[src/rtl/bram_arbiter_if.sv]
// bram_arbiter_if
// Bundles the two requester channels of the BRAM arbiter into one interface.
//
// Signals (per requester N = 0, 1):
//   reqN_valid  request pending (requester -> arbiter)
//   reqN_ready  request accepted this cycle (arbiter -> requester)
//   reqN_we     1 = write, 0 = read
//   reqN_addr   8-bit memory address
//   reqN_wdata  8-bit write data
//   rspN_valid  one-cycle completion pulse (arbiter -> requester)
//   rspN_rdata  memory word at the access address, read before any write
//
// Modports:
//   slave  : arbiter side
//   master : requester side
interface bram_arbiter_if;
    logic       req0_valid;
    logic       req0_ready;
    logic       req0_we;
    logic [7:0] req0_addr;
    logic [7:0] req0_wdata;
    logic       rsp0_valid;
    logic [7:0] rsp0_rdata;

    logic       req1_valid;
    logic       req1_ready;
    logic       req1_we;
    logic [7:0] req1_addr;
    logic [7:0] req1_wdata;
    logic       rsp1_valid;
    logic [7:0] rsp1_rdata;

    modport slave (
        input  req0_valid, req0_we, req0_addr, req0_wdata,
        input  req1_valid, req1_we, req1_addr, req1_wdata,
        output req0_ready, rsp0_valid, rsp0_rdata,
        output req1_ready, rsp1_valid, rsp1_rdata
    );

    modport master (
        output req0_valid, req0_we, req0_addr, req0_wdata,
        output req1_valid, req1_we, req1_addr, req1_wdata,
        input  req0_ready, rsp0_valid, rsp0_rdata,
        input  req1_ready, rsp1_valid, rsp1_rdata
    );
endinterface

[src/rtl/bram_arbiter.sv]
// bram_arbiter
// Arbitrates two requesters onto a single-port 256x8 block RAM with a
// registered read port. Each access takes three cycles (IDLE -> ISSUE -> WAIT)
// and always returns the pre-write memory word as its response.
//
// Parameters:
//   FIXED_PRIO  0 = round-robin between requesters, 1 = requester 0 always wins
//
// Ports:
//   clk       rising-edge clock
//   rst       synchronous active-low reset
//   bus       requester channels (bram_arbiter_if.slave)
//   mem_addr  RAM address
//   mem_din   RAM write data
//   mem_wen   RAM write enable
//   mem_dout  RAM registered read data
//   busy      high whenever an access is in flight
module bram_arbiter #(
    parameter int FIXED_PRIO = 0
) (
    input  logic              clk,
    input  logic              rst,
    bram_arbiter_if.slave     bus,
    output logic [7:0]        mem_addr,
    output logic [7:0]        mem_din,
    output logic              mem_wen,
    input  logic [7:0]        mem_dout,
    output logic              busy
);

    typedef enum logic [1:0] {
        IDLE  = 2'd0,
        ISSUE = 2'd1,
        WAIT  = 2'd2
    } state_t;

    state_t     state;
    state_t     state_next;
    logic       last_grant;
    logic       grant;
    logic       handshake;
    logic       ready0;
    logic       ready1;
    logic       active;

    logic       lat_we;
    logic       lat_idx;
    logic [7:0] lat_addr;
    logic [7:0] lat_wdata;

    logic       rsp0_valid;
    logic       rsp1_valid;
    logic [7:0] rsp0_rdata;
    logic [7:0] rsp1_rdata;

    // Grant selection. When only one requester is valid the grant simply
    // points at it; with neither valid the value is irrelevant because no
    // ready is raised.
    always_comb begin
        grant = 1'b0;
        if (FIXED_PRIO != 0) begin
            grant = !bus.req0_valid;
        end else if (bus.req0_valid && bus.req1_valid) begin
            grant = !last_grant;
        end else begin
            grant = bus.req1_valid;
        end
    end

    // Ready is qualified by rst so nothing is accepted while reset is held.
    always_comb begin
        ready0    = (state == IDLE) && rst && bus.req0_valid && !grant;
        ready1    = (state == IDLE) && rst && bus.req1_valid &&  grant;
        handshake = ready0 || ready1;
    end

    always_comb begin
        state_next = state;
        case (state)
            IDLE:    if (handshake) state_next = ISSUE;
            ISSUE:   state_next = WAIT;
            WAIT:    state_next = IDLE;
            default: state_next = IDLE;
        endcase
    end

    // The WAIT cycle sees the RAM's registered output for the address issued
    // in ISSUE, which is the pre-write word, so it is captured here.
    always_ff @(posedge clk) begin
        if (!rst) begin
            state      <= IDLE;
            last_grant <= 1'b1;
            lat_we     <= 1'b0;
            lat_idx    <= 1'b0;
            lat_addr   <= 8'h00;
            lat_wdata  <= 8'h00;
            rsp0_valid <= 1'b0;
            rsp1_valid <= 1'b0;
            rsp0_rdata <= 8'h00;
            rsp1_rdata <= 8'h00;
        end else begin
            state      <= state_next;
            rsp0_valid <= 1'b0;
            rsp1_valid <= 1'b0;
            if (handshake) begin
                last_grant <= grant;
                lat_idx    <= grant;
                lat_we     <= grant ? bus.req1_we    : bus.req0_we;
                lat_addr   <= grant ? bus.req1_addr  : bus.req0_addr;
                lat_wdata  <= grant ? bus.req1_wdata : bus.req0_wdata;
            end
            if (state == WAIT) begin
                if (lat_idx) begin
                    rsp1_valid <= 1'b1;
                    rsp1_rdata <= mem_dout;
                end else begin
                    rsp0_valid <= 1'b1;
                    rsp0_rdata <= mem_dout;
                end
            end
        end
    end

    // Memory-side outputs are gated by rst so a reset during ISSUE
    // suppresses the write on that very edge.
    always_comb begin
        active   = rst && (state != IDLE);
        busy     = active;
        mem_addr = active ? lat_addr  : 8'h00;
        mem_din  = active ? lat_wdata : 8'h00;
        mem_wen  = rst && (state == ISSUE) && lat_we;
    end

    assign bus.req0_ready = ready0;
    assign bus.req1_ready = ready1;
    assign bus.rsp0_valid = rsp0_valid;
    assign bus.rsp1_valid = rsp1_valid;
    assign bus.rsp0_rdata = rsp0_rdata;
    assign bus.rsp1_rdata = rsp1_rdata;

endmodule
[src/flat_wrapper.sv]
// flat-port wrapper written by rule: the top's interface ports become plain ports
module bram_arbiter_flat 
#(
    parameter int FIXED_PRIO = 0
)
  (clk, rst, mem_addr, mem_din, mem_wen, mem_dout, busy, bus_req0_valid, bus_req0_we, bus_req0_addr, bus_req0_wdata, bus_req1_valid, bus_req1_we, bus_req1_addr, bus_req1_wdata, bus_req0_ready, bus_rsp0_valid, bus_rsp0_rdata, bus_req1_ready, bus_rsp1_valid, bus_rsp1_rdata);
  bram_arbiter_if bus_i ();
  input  logic clk;
  input  logic rst;
  output logic [7:0] mem_addr;
  output logic [7:0] mem_din;
  output logic mem_wen;
  input  logic [7:0] mem_dout;
  output logic busy;
  input wire logic [$bits(bus_i.req0_valid)-1:0] bus_req0_valid;
  input wire logic [$bits(bus_i.req0_we)-1:0] bus_req0_we;
  input wire logic [$bits(bus_i.req0_addr)-1:0] bus_req0_addr;
  input wire logic [$bits(bus_i.req0_wdata)-1:0] bus_req0_wdata;
  input wire logic [$bits(bus_i.req1_valid)-1:0] bus_req1_valid;
  input wire logic [$bits(bus_i.req1_we)-1:0] bus_req1_we;
  input wire logic [$bits(bus_i.req1_addr)-1:0] bus_req1_addr;
  input wire logic [$bits(bus_i.req1_wdata)-1:0] bus_req1_wdata;
  output wire logic [$bits(bus_i.req0_ready)-1:0] bus_req0_ready;
  output wire logic [$bits(bus_i.rsp0_valid)-1:0] bus_rsp0_valid;
  output wire logic [$bits(bus_i.rsp0_rdata)-1:0] bus_rsp0_rdata;
  output wire logic [$bits(bus_i.req1_ready)-1:0] bus_req1_ready;
  output wire logic [$bits(bus_i.rsp1_valid)-1:0] bus_rsp1_valid;
  output wire logic [$bits(bus_i.rsp1_rdata)-1:0] bus_rsp1_rdata;
  assign bus_i.req0_valid = bus_req0_valid;
  assign bus_i.req0_we = bus_req0_we;
  assign bus_i.req0_addr = bus_req0_addr;
  assign bus_i.req0_wdata = bus_req0_wdata;
  assign bus_i.req1_valid = bus_req1_valid;
  assign bus_i.req1_we = bus_req1_we;
  assign bus_i.req1_addr = bus_req1_addr;
  assign bus_i.req1_wdata = bus_req1_wdata;
  assign bus_req0_ready = bus_i.req0_ready;
  assign bus_rsp0_valid = bus_i.rsp0_valid;
  assign bus_rsp0_rdata = bus_i.rsp0_rdata;
  assign bus_req1_ready = bus_i.req1_ready;
  assign bus_rsp1_valid = bus_i.rsp1_valid;
  assign bus_rsp1_rdata = bus_i.rsp1_rdata;
  bram_arbiter #(.FIXED_PRIO(FIXED_PRIO)) u_core (.clk(clk), .rst(rst), .bus(bus_i), .mem_addr(mem_addr), .mem_din(mem_din), .mem_wen(mem_wen), .mem_dout(mem_dout), .busy(busy));
endmodule
[config.mk]
export PLATFORM = sky130hd
export DESIGN_NAME = bram_arbiter_flat
export DESIGN_NICKNAME = d
export VERILOG_FILES = /design/src/rtl/bram_arbiter_if.sv /design/src/rtl/bram_arbiter.sv /design/src/flat_wrapper.sv
export SDC_FILE = /design/constraint.sdc
export NUM_CORES = 1
export LEC_CHECK = 0
export BUFFER_PORTS_ARGS = -buffer_cell sky130_fd_sc_hd__buf_2
export CORE_ASPECT_RATIO = 1.2
export CORE_UTILIZATION = 41
export DETAILED_ROUTE_END_ITERATION = 8
export PLACE_DENSITY = 0.75
export SLEW_MARGIN = 20
export SYNTH_ARGS = -nofsm -noshare
export SYNTH_HDL_FRONTEND = slang
export SYNTH_SLANG_ARGS = --single-unit
[constraint.sdc]
create_clock -name clk -period 1.5 [get_ports clk]
set_clock_uncertainty 0.1 [all_clocks]
set_input_delay 0.3 -clock clk [delete_from_list [all_inputs] [get_ports clk]]
set_output_delay 0.3 -clock clk [all_outputs]
set_load 0.01 [all_outputs]
==> flow_metrics.env <==
export IMPL_holdCritPathClass="in -> reg"
export IMPL_synth_seq_cells=39
export IMPL_post_route_drc_count=0
export IMPL_seqPwrFrac_pct=46.7
export IMPL_io_pins=84
export IMPL_share_of_power_burned_in_the_clock_network_pct=31.1
export IMPL_post_synth_fa_ha_maj_area_fraction_pct=0
export IMPL_core_area_sq_mm=0.00400
export IMPL_netlist_cell_type_count=20
export IMPL_fp_dieArea_sq_mm=0.00452
export IMPL_synth_top_cell_by_area="dfxtp_1"
export IMPL_number_of_antenna_violations_at_the_first_check_in_global_routing=0
export IMPL_design_power_total_mw=2.47
export IMPL_drt_pre_antenna_iters=4
export IMPL_clk_latency_ps=290
export IMPL_ctsLongestPathBuffers=2
export IMPL_synth_xor_area_share_pct=0
export IMPL_post_synth_instance_area_sq_mm=0.00174
export IMPL_area_growth_pct=57.7
export IMPL_ant_nets=0
export IMPL_filler_cell_count=346
export IMPL_num_rows=25
export IMPL_vdd_ir_drop_worst_v=0.000710
export IMPL_postSynthCellCount=176
export IMPL_clock_sinks=39
export IMPL_share_of_synthesized_flip_flops_with_an_asynchronous_set_or_reset_pct=0
export IMPL_p_int_mw=1.84
export IMPL_worst_setup_path_start_kind="flop"
export IMPL_setup_worst_path_end_class="output pin"
export IMPL_drt_wl_total_mm=4.76
export IMPL_layout_nets=327
export IMPL_number_of_design_rule_violations_left_by_the_first_detailed_router_iteration=51
export IMPL_cap_violations=0
export IMPL_fmax_mhz=571
export IMPL_number_of_buffers_created_by_cts=5
export IMPL_first_global_vias=1633
export IMPL_result_of_the_run="complete, but fails checks"
export IMPL_met2_length_mm=2.50
export IMPL_ys_dominant_reg_cell="dfxtp_1"
export IMPL_grt_usage_pct=21.7
export IMPL_drv_slew=0
export IMPL_synthMostInstantiatedCell="dfxtp_1"
export IMPL_hold_viol_final=0
export IMPL_detailroute_via_count=1722
export IMPL_final_min_period_over_clock_period_pct=117
export IMPL_drive_gt1_share_pct=53.9
export IMPL_dpl_hpwl_mm=2.96
export IMPL_synth_simple_gate_area_share_pct=28.2
export IMPL_route_detailed_vias_per_inst=5.13
export IMPL_comb_power_share_pct=22.1
export IMPL_critPathRequiredTime_ps=1100
export IMPL_synth_top_cell_area_share_pct=44.8
export IMPL_tightestPinTransition_ps=692
export IMPL_netlist_top_cells_count="dfxtp_1 (39), or3_1 (34), nor2_1 (21)"
export IMPL_grt_start_max_net_pins=20
export IMPL_failed_checks="negative setup slack"
export IMPL_ys_warn_count=0
export IMPL_ys_seq_area_share_pct=44.8
export IMPL_finalNonFillerCells=336
export IMPL_cts_tree="done"
export IMPL_rsz0062_at_grt="true"
export IMPL_place_gp_congestion=0.685
export IMPL_p_per_area_mw_per_mm2=897
export IMPL_slew_limit_headroom_pct=53.7
export IMPL_routed_wire_length_per_instance_um=14.2
export IMPL_synthesis_area_per_instance_sq_um=9.91
export IMPL_sw_frac_of_total_pct=25.5
export IMPL_synth_enable_flop_cells=0
export IMPL_muxShareOfSynthArea_pct=9.18
export IMPL_initial_core_utilization_pct=43.6
export IMPL_synth_area_top_cells="dfxtp_1 (45%), or3_1 (12%), o2111a_1 (11%), mux2i_1 (9.2%), and2_1 (6.8%)"
export IMPL_power_switching_mw=0.629
export IMPL_overflow=0
export IMPL_worst_slack_ps=-250
export IMPL_timing_final_setup_violations=53
export IMPL_synth_top_family_by_area="simple AND/OR/NAND/NOR gates"
export IMPL_post_cts_hold_buffer_count=0
export IMPL_fin_crit_ps=1750
export IMPL_routedLengthMet1_mm=1.97
export IMPL_wire_length_of_the_first_global_routing_pass_mm=7.23
export IMPL_synth_compound_area_share_pct=11.9
export IMPL_clock_pin_slew_on_the_worst_setup_and_hold_paths_ps=70
export IMPL_synthesis_nets=222
export IMPL_power_leakage_nw=1.30
export IMPL_arrival_time_reported_for_the_critical_path_endpoint_ps=1350
export IMPL_topRoutingLayerUsed="met4"
export IMPL_die_height_um=73.5
export IMPL_met3WireLength_um=264
export IMPL_placed_cells_incl_taps=311
export IMPL_placement_io_buffers=83
export IMPL_insertedDiodeCount=0
export IMPL_cts_root_buf="clkbuf_8"
export IMPL_critical_path_peak_fanout=6
export IMPL_criticalPathCategory="reg -> out"
export IMPL_die_width_um=61.5
export IMPL_clock_tree_htree_level_count=2
-- path summary, 6_finish.rpt --
path | startpoint | end | slack, ps | depth (start not counted)
min reg2reg | u_core.bus.rsp0_rdata[2]$_SDFFE_PN0P_ | u_core.bus.rsp0_rdata[2]$_SDFFE_PN0P_ | 390 | 2
min | mem_dout[2] | u_core.bus.rsp1_rdata[2]$_SDFFE_PN0P_ | 160 | 3
max reg2reg | u_core.state[1]$_SDFFE_PN0P_ | u_core.lat_we$_SDFFE_PN0P_ | -200 | 3
max | u_core.state[0]$_SDFFE_PN0P_ | bus_req0_ready | -250 | 3
-- metrics by stage --
stage	utilization, %	TNS [ps]	area [sq um]	hold WS, ps	setup slack [ps]
floorplan	-	-1630	1760	344	-97.2
global placement	56.6	-5430	2270	370	-312
detailed placement	56.6	-6060	2270	383	-391
CTS	64.9	-8310	2600	154	-252
global route	68.7	-11160	2750	166	-318
finish	68.7	-7790	2750	158	-250
-- logic make-up after synthesis --
kind of cell / Yosys count
buf+inv: 17
compound gates: 19
simple gates: 85
mux: 16
flops: 39
-- cell usage in the layout, fill, tap and decap left out, types with 3 or more instances in the layout --
master    synthesis  layout
dfxtp_1          39      36
o2111a_1         17      17
clkbuf_8          0       7
buf_4             0      15
and2_1           19       3
mux2i_1          16      16
and2_4            0      16
buf_6             5      30
or3_1            34      32
nor2_1           21      19
buf_2             2      66
-- cell type report --
cell class | instances | area (sq um) | share of cell area [%]
clock buffer | 8 | 100 | 3.64
inverter | 1 | 3.75 | 0.136
multi-input combinational | 122 | 988 | 35.9
sequential | 39 | 790 | 28.7
tap | 54 | 67.6 | 2.46
timing repair buffer | 112 | 801 | 29.1
-- metal layers --
layer / up-vias / global-route usage [%]
met5: - / 0
met4: 0 / 5.43
li1: 849 / -
met1: 813 / 25.1
met2: 58 / 38.2
met3: 2 / 6.34
-- state kept, by name (all words and copies together), names as in the netlist --
| name | flops |
|---|---|
| u_core.bus.rsp0_valid | 1 |
| u_core.bus.rsp1_valid | 1 |
| u_core.lat_addr | 8 |
| u_core.lat_wdata | 8 |
| u_core.bus.rsp0_rdata | 8 |
| u_core.last_grant | 1 |
| u_core.lat_idx | 1 |
| u_core.lat_we | 1 |
| u_core.state | 2 |
| u_core.bus.rsp1_rdata | 8 |
-- worst max-delay path, stage by stage, from the launching register on --
cell,delay (ps)
dfxtp_4,370
or3b_4,440
nor3_4,110
buf_2,140
-- power by group through the flow --
stage	sequential, mW	clock [mW]	combinational, mW
finish	1.15	0.768	0.546
floorplan	1.17	0	0.254
global route	1.16	0.814	0.595
CTS	1.15	0.783	0.488
global placement	1.17	0	0.397
detailed placement	1.17	0	0.401
-- timing repair --
action	in CTS	in global routing
pin swaps	23	8
buffers inserted	6	4
setup endpoints to repair	37	53
gates cloned	4	3
resized for setup	42	26
Power figures use the tool's default switching activity.
